<file path="config.mk">
export PLATFORM = sky130hd
export DESIGN_NAME = instr_prefetch_flat
export DESIGN_NICKNAME = d
export VERILOG_FILES = /design/src/rtl/core_pkg.sv /design/src/rtl/instr_prefetch_if.sv /design/src/rtl/fetch_queue.sv /design/src/rtl/instr_prefetch.sv /design/src/flat_wrapper.sv
export SDC_FILE = /design/constraint.sdc
export NUM_CORES = 1
export LEC_CHECK = 0
export CAP_MARGIN = 20
export CORE_ASPECT_RATIO = 1.2
export CORE_MARGIN = 2
export CORE_UTILIZATION = 47
export DETAILED_ROUTE_END_ITERATION = 12
export GPL_TIMING_DRIVEN = 0
export PLACE_DENSITY_LB_ADDON = 0.05
export SLEW_MARGIN = 20
export SYNTH_ARGS = -nofsm -noshare
export SYNTH_HDL_FRONTEND = slang
export SYNTH_SLANG_ARGS = --single-unit
</file>
<file path="constraint.sdc">
create_clock -name clk -period 3.62 [get_ports clk]
set_input_delay 0.362 -clock clk [delete_from_list [all_inputs] [get_ports clk]]
set_output_delay 0.362 -clock clk [all_outputs]
set_load 0.02 [all_outputs]
</file>
<file path="src/rtl/core_pkg.sv">
// core_pkg: shared core widths and the instruction word type
package core_pkg;
  localparam int XLEN = 32;
  localparam int ILEN = 32;
  localparam int INSTR_BYTES = 4;
  typedef logic [ILEN-1:0] instr_t;
endpackage

</file>
<file path="src/rtl/instr_prefetch_if.sv">
// instr_prefetch_if: in-order instruction memory request/response channel
interface instr_prefetch_if #(parameter int XLEN = core_pkg::XLEN) ();
  logic req_valid;
  logic req_ready;
  logic [XLEN-1:0] req_addr;
  logic resp_valid;
  core_pkg::instr_t resp_data;
  modport master (output req_valid, req_addr, input req_ready, resp_valid, resp_data);
  modport slave (input req_valid, req_addr, output req_ready, resp_valid, resp_data);
endinterface

</file>
<file path="src/rtl/fetch_queue.sv">
// fetch_queue: circular buffer of requested PCs, filled in order as responses arrive
module fetch_queue import core_pkg::*; #(
  parameter int XLEN = core_pkg::XLEN,
  parameter int DEPTH = 4,
  localparam int AW = $clog2(DEPTH)
) (
  input  logic clk,
  input  logic rst_n,
  input  logic flush,
  input  logic alloc,
  input  logic [XLEN-1:0] alloc_pc,
  input  logic fill,
  input  instr_t fill_data,
  input  logic pop,
  output logic [AW:0] count,
  output logic head_valid,
  output logic [XLEN-1:0] head_pc,
  output instr_t head_data
);
  logic [XLEN-1:0] pc_q [DEPTH];
  instr_t data_q [DEPTH];
  logic [DEPTH-1:0] has_data;
  logic [AW-1:0] alloc_ptr, fill_ptr, pop_ptr;
  always_ff @(posedge clk or negedge rst_n)
    if (!rst_n) begin
      alloc_ptr <= '0;
      fill_ptr <= '0;
      pop_ptr <= '0;
      count <= '0;
      has_data <= '0;
    end else if (flush) begin
      alloc_ptr <= '0;
      fill_ptr <= '0;
      pop_ptr <= '0;
      count <= '0;
      has_data <= '0;
    end else begin
      alloc_ptr <= alloc ? alloc_ptr + AW'(1) : alloc_ptr;
      fill_ptr <= fill ? fill_ptr + AW'(1) : fill_ptr;
      pop_ptr <= pop ? pop_ptr + AW'(1) : pop_ptr;
      count <= count + (AW+1)'(alloc) - (AW+1)'(pop);
      has_data <= (has_data | (DEPTH'(fill) << fill_ptr)) & ~(DEPTH'(pop) << pop_ptr);
    end
  always_ff @(posedge clk) begin
    if (alloc) pc_q[alloc_ptr] <= alloc_pc;
    if (fill) data_q[fill_ptr] <= fill_data;
  end
  // storage is not reset, so the head is masked to zero whenever it holds no data
  always_comb begin
    head_valid = has_data[pop_ptr];
    head_pc = head_valid ? pc_q[pop_ptr] : '0;
    head_data = head_valid ? data_q[pop_ptr] : '0;
  end
endmodule

</file>
<file path="src/rtl/instr_prefetch.sv">
// instr_prefetch: fetches sequential instruction words into a bounded queue, flushing on redirect
module instr_prefetch import core_pkg::*; #(
  parameter int XLEN = core_pkg::XLEN,
  parameter int DEPTH = 4,
  parameter logic [XLEN-1:0] RESET_PC = '0
) (
  input  logic clk,
  input  logic rst_n,
  input  logic pc_src_exec,
  input  logic [XLEN-1:0] pc_target_exec,
  instr_prefetch_if.master imem,
  input  logic stall_decode,
  output logic valid_decode,
  output instr_t instr_decode,
  output logic [XLEN-1:0] pc_decode,
  output logic [XLEN-1:0] next_pc_decode
);
  localparam int CW = $clog2(DEPTH) + 1;
  localparam int DW = 16;
  logic [XLEN-1:0] fetch_pc, head_pc;
  logic [CW-1:0] q_count, outstanding;
  logic [DW-1:0] drop_cnt;
  logic accept, fill, pop;
  // queue entries are allocated at request time, so q_count already covers occupancy plus outstanding
  always_comb begin
    imem.req_addr = fetch_pc;
    imem.req_valid = rst_n && !pc_src_exec && q_count < CW'(DEPTH);
    accept = imem.req_valid && imem.req_ready;
    fill = imem.resp_valid && !pc_src_exec && drop_cnt == '0;
    pop = valid_decode && !stall_decode && !pc_src_exec;
    pc_decode = head_pc;
    next_pc_decode = valid_decode ? head_pc + XLEN'(INSTR_BYTES) : '0;
  end
  always_ff @(posedge clk or negedge rst_n)
    if (!rst_n) begin
      fetch_pc <= RESET_PC;
      outstanding <= '0;
      drop_cnt <= '0;
    end else if (pc_src_exec) begin
      fetch_pc <= pc_target_exec & ~XLEN'(INSTR_BYTES - 1);
      outstanding <= '0;
      drop_cnt <= drop_cnt + DW'(outstanding) - DW'(imem.resp_valid);
    end else begin
      fetch_pc <= accept ? fetch_pc + XLEN'(INSTR_BYTES) : fetch_pc;
      outstanding <= outstanding + CW'(accept) - CW'(fill);
      drop_cnt <= drop_cnt - DW'(imem.resp_valid && drop_cnt != '0);
    end
  fetch_queue #(.XLEN(XLEN), .DEPTH(DEPTH)) u_queue (
    .clk(clk),
    .rst_n(rst_n),
    .flush(pc_src_exec),
    .alloc(accept),
    .alloc_pc(fetch_pc),
    .fill(fill),
    .fill_data(imem.resp_data),
    .pop(pop),
    .count(q_count),
    .head_valid(valid_decode),
    .head_pc(head_pc),
    .head_data(instr_decode)
  );
endmodule

</file>
<file path="src/flat_wrapper.sv">
// flat-port wrapper written by rule: the top's interface ports become plain ports
module instr_prefetch_flat import core_pkg::*;
#(
  parameter int XLEN = core_pkg::XLEN,
  parameter int DEPTH = 4,
  parameter logic [XLEN-1:0] RESET_PC = '0
)
  (clk, rst_n, pc_src_exec, pc_target_exec, stall_decode, valid_decode, instr_decode, pc_decode, next_pc_decode, imem_req_valid, imem_req_addr, imem_req_ready, imem_resp_valid, imem_resp_data);
  instr_prefetch_if #(.XLEN(XLEN)) imem_i ();
  input  logic clk;
  input  logic rst_n;
  input  logic pc_src_exec;
  input  logic [XLEN-1:0] pc_target_exec;
  input  logic stall_decode;
  output logic valid_decode;
  output instr_t instr_decode;
  output logic [XLEN-1:0] pc_decode;
  output logic [XLEN-1:0] next_pc_decode;
  output wire logic [$bits(imem_i.req_valid)-1:0] imem_req_valid;
  output wire logic [$bits(imem_i.req_addr)-1:0] imem_req_addr;
  input wire logic [$bits(imem_i.req_ready)-1:0] imem_req_ready;
  input wire logic [$bits(imem_i.resp_valid)-1:0] imem_resp_valid;
  input wire logic [$bits(imem_i.resp_data)-1:0] imem_resp_data;
  assign imem_req_valid = imem_i.req_valid;
  assign imem_req_addr = imem_i.req_addr;
  assign imem_i.req_ready = imem_req_ready;
  assign imem_i.resp_valid = imem_resp_valid;
  assign imem_i.resp_data = imem_resp_data;
  instr_prefetch #(.XLEN(XLEN), .DEPTH(DEPTH), .RESET_PC(RESET_PC)) u_core (.clk(clk), .rst_n(rst_n), .pc_src_exec(pc_src_exec), .pc_target_exec(pc_target_exec), .imem(imem_i), .stall_decode(stall_decode), .valid_decode(valid_decode), .instr_decode(instr_decode), .pc_decode(pc_decode), .next_pc_decode(next_pc_decode));
endmodule
</file>
==> flow_summary.ini <==
[status]
status = finished with violations
violations = setup timing

[logic_synthesis]
ys_seq_area_share_pct = 60.6
synth_edf_count = 248
synth_cell_type_count = 69
async_flop_share_pct = 20.0
ys.flop_type = edfxtp_1
synthesis.area_um2 = 14800
postSynthAreaPerCell_um2 = 14.0
ys_seq_elements = 310
ys_warn_count = 0
syn_inst = 1058

[worst_setup_path]
cp_slowest_cell = dfrtp_1
reg2reg_from = u_core.u_queue.count[2]
max_stage_delay_ns = 0.37
r2r_cells = 10
crit_type = flop to primary output
crit_required_ns = 3.26
worst_r2r_endpoint = u_core.outstanding[2]
crit_path_end_kind = primary output
crit_chain = buf_6 -> buf_12 -> nand3_4 -> o21ai_4 -> inv_2 -> buf_8 -> clkbuf_16 -> and2_4 -> ha_4 -> and2_4 -> and4_4 -> nor4b_4 -> buf_4 -> nand3_2 -> xor2_1 -> nor2_1 -> buf_4
rrSetupSlack_ns = 0.29
critPathArrivalTime_ns = 3.28
startpoint = u_core.u_queue.pop_ptr[0]
start_kind = flop
cp_max_fo = 8

[timing]
worst_pin_slew_ns = 0.764
report.final.slew_viol_count = 0
fmax_ghz = 0.275
hold_violations = 0
grt_setup_unrepaired = yes
fin_crit_sh_pct = 101
finClkSkew_ns = 0.0193
fin_ws_ns = -0.0197
tns_ns = -0.0197
period_minus_slack_ns = 3.64
setup_viol = 1
slew-limit-headroom_pct = 49.1

[finish]
utilization_pct = 60.7
fillers = 2495
final_common_cell = edfxtp_1
nets = 1450
diodes = 0
layout_common_cells = edfxtp_1, clkdlybuf4s50_1, nor2_1
drive_above_1_share_pct = 16.2
synthToLayoutAreaGrowth_pct = 27.9

[die]
fp.coreArea_um2 = 31300
die_w_um = 166
pin_count = 200
chipHeight_um = 199
die_area_um2 = 33000
rows = 71
start_util_pct = 47.5

[routing]
routed-via-count = 9609
viasPerCell = 5.48
drt_iter0_drc = 714
ant_nets = 0
wirelength_um = 36000
first_pass_iters = 5
wl_per_cell_um = 20.5
post-route-drc-count = 0

[clock_tree]
clk_pin_slew_worst_paths_ns = 0.07
root_buffer = clkbuf_16
cts_buffer_depth = 3
cts-htree-levels = 2
numCtsBuffers = 34
clk_latency_ns = 0.52
clock_sinks = 310
cts_tree = done

[grt]
grt_pass1_wl_um = 55600
grt_use_total_pct = 21.8
antenna_found_initial = 0
grt_pass1_vias = 9784
grt_remaining_overflow = 0
grt_max_degree = 42

[power]
power_leakage_uw = 0.00699
p_per_area_nw_per_um2 = 523
power.ir.vdd_worst_mv = 0.337

[placed_design]
dp.final_hpwl_um = 25300
port_buffers = 191
routabilityCongestion = 0.871

[hold_path]
hold_class = input pin to async pin

[job]
drv_cap = 0
-- what timing repair did --
action | in CTS | in global routing
endpoints found under the setup margin | 53 | 48
endpoints found under the hold margin | 21 | 0
pin swaps | 4 | 3
hold buffers | 4 | 0
setup buffers | 13 | 11
resized for setup | 91 | 34
gates cloned | 1 | 0
-- power breakdown --
part / total [µW] / switching, µW / leakage [µW] / internal [µW]
Sequential: 4250 / 209 / 0.00301 / 4050
Clock: 3410 / 1400 / 0.000541 / 2010
Combinational: 2270 / 1270 / 0.00344 / 999
-- metal layers --
layer | wire length, µm | global-route usage, % | part of all wire [%]
met5 | 0 | 0 | 0
met4 | 621 | 5.33 | 1.7
met3 | 1380 | 3.14 | 3.8
met2 | 18000 | 38.2 | 50
met1 | 15900 | 28.9 | 44
-- flip-flops by register name, summed over array words and instances (netlist names) --
signal,cells
u_core.u_queue.pc_q,120
u_core.drop_cnt,16
u_core.outstanding,3
u_core.u_queue.count,3
u_core.imem.req_addr,30
u_core.u_queue.pop_ptr,2
u_core.u_queue.has_data,4
u_core.u_queue.alloc_ptr,2
u_core.u_queue.fill_ptr,2
u_core.u_queue.data_q,128
-- how the worst max path moves through the flow --
stage / endpoint / slack (ns)
finish: next_pc_decode[26] / -0.02
global route: next_pc_decode[26] / -0.16
CTS: next_pc_decode[30] / -0.13
detailed placement: next_pc_decode[30] / -0.89
global placement: u_core.u_queue.count[2] / -2.54
floorplan: next_pc_decode[26] / 0.10
-- cell type report --
cell class	instances	area (µm²)	area share [%]
clock inverters	16	156	0.824
flip-flops and latches	310	9000	47.4
inverters	54	203	1.07
multi-input cells	648	5430	28.6
plain buffers	49	385	2.03
repair buffers	228	2350	12.4
clock buffers	46	957	5.04
well taps	401	502	2.64
-- synthesized netlist by cell type, types with 25 or more instances --
master | number | area, µm²
o21ai_0 | 44 | 220
dfrtp_1 | 62 | 1550
nor2_1 | 72 | 270
mux4_2 | 51 | 1150
edfxtp_1 | 248 | 7450
xor2_1 | 25 | 219
inv_1 | 53 | 199
nand2_1 | 67 | 251
ha_1 | 52 | 651
xnor2_1 | 31 | 272
nand3_1 | 32 | 160
and2_1 | 71 | 444
-- critical path, delay by kind of cell (launching register included) --
family          cells  cell delay, ns
simple gates        7            1.07
buf+inv             7            0.97
xor+xnor            1            0.15
fa+ha+maj           1            0.13
compound gates      1            0.07
flops               1            0.37
-- cells by family after synthesis --
| kind of cell | share of synthesized area (%) |
|---|---|
| AOI/OAI and AO/OA | 6.22 |
| xor gates and xnor gates | 3.30 |
| adders and majority gates | 4.79 |
| buffers and inverters | 3.32 |
| DFF | 60.6 |
| muxes | 10.0 |
| other | 0.0253 |
| and+or+nand+nor | 11.7 |
-- metrics by stage --
stage | power (µW) | hold WS (ns) | cell area [µm²] | setup slack, ns | std cells
after global routing | 10500 | 0.442 | 19000 | -0.156 | 1752
after global placement | 6530 | 0.462 | 17300 | -2.54 | 1655
after CTS | 10000 | 0.409 | 18900 | -0.133 | 1743
final | 9930 | 0.401 | 19000 | -0.0197 | 1752
after detailed placement | 6570 | 0.235 | 17500 | -0.886 | 1664
after floorplan | 5890 | 0.0664 | 14900 | 0.103 | 1063
(Power assumes the default switching activity.)
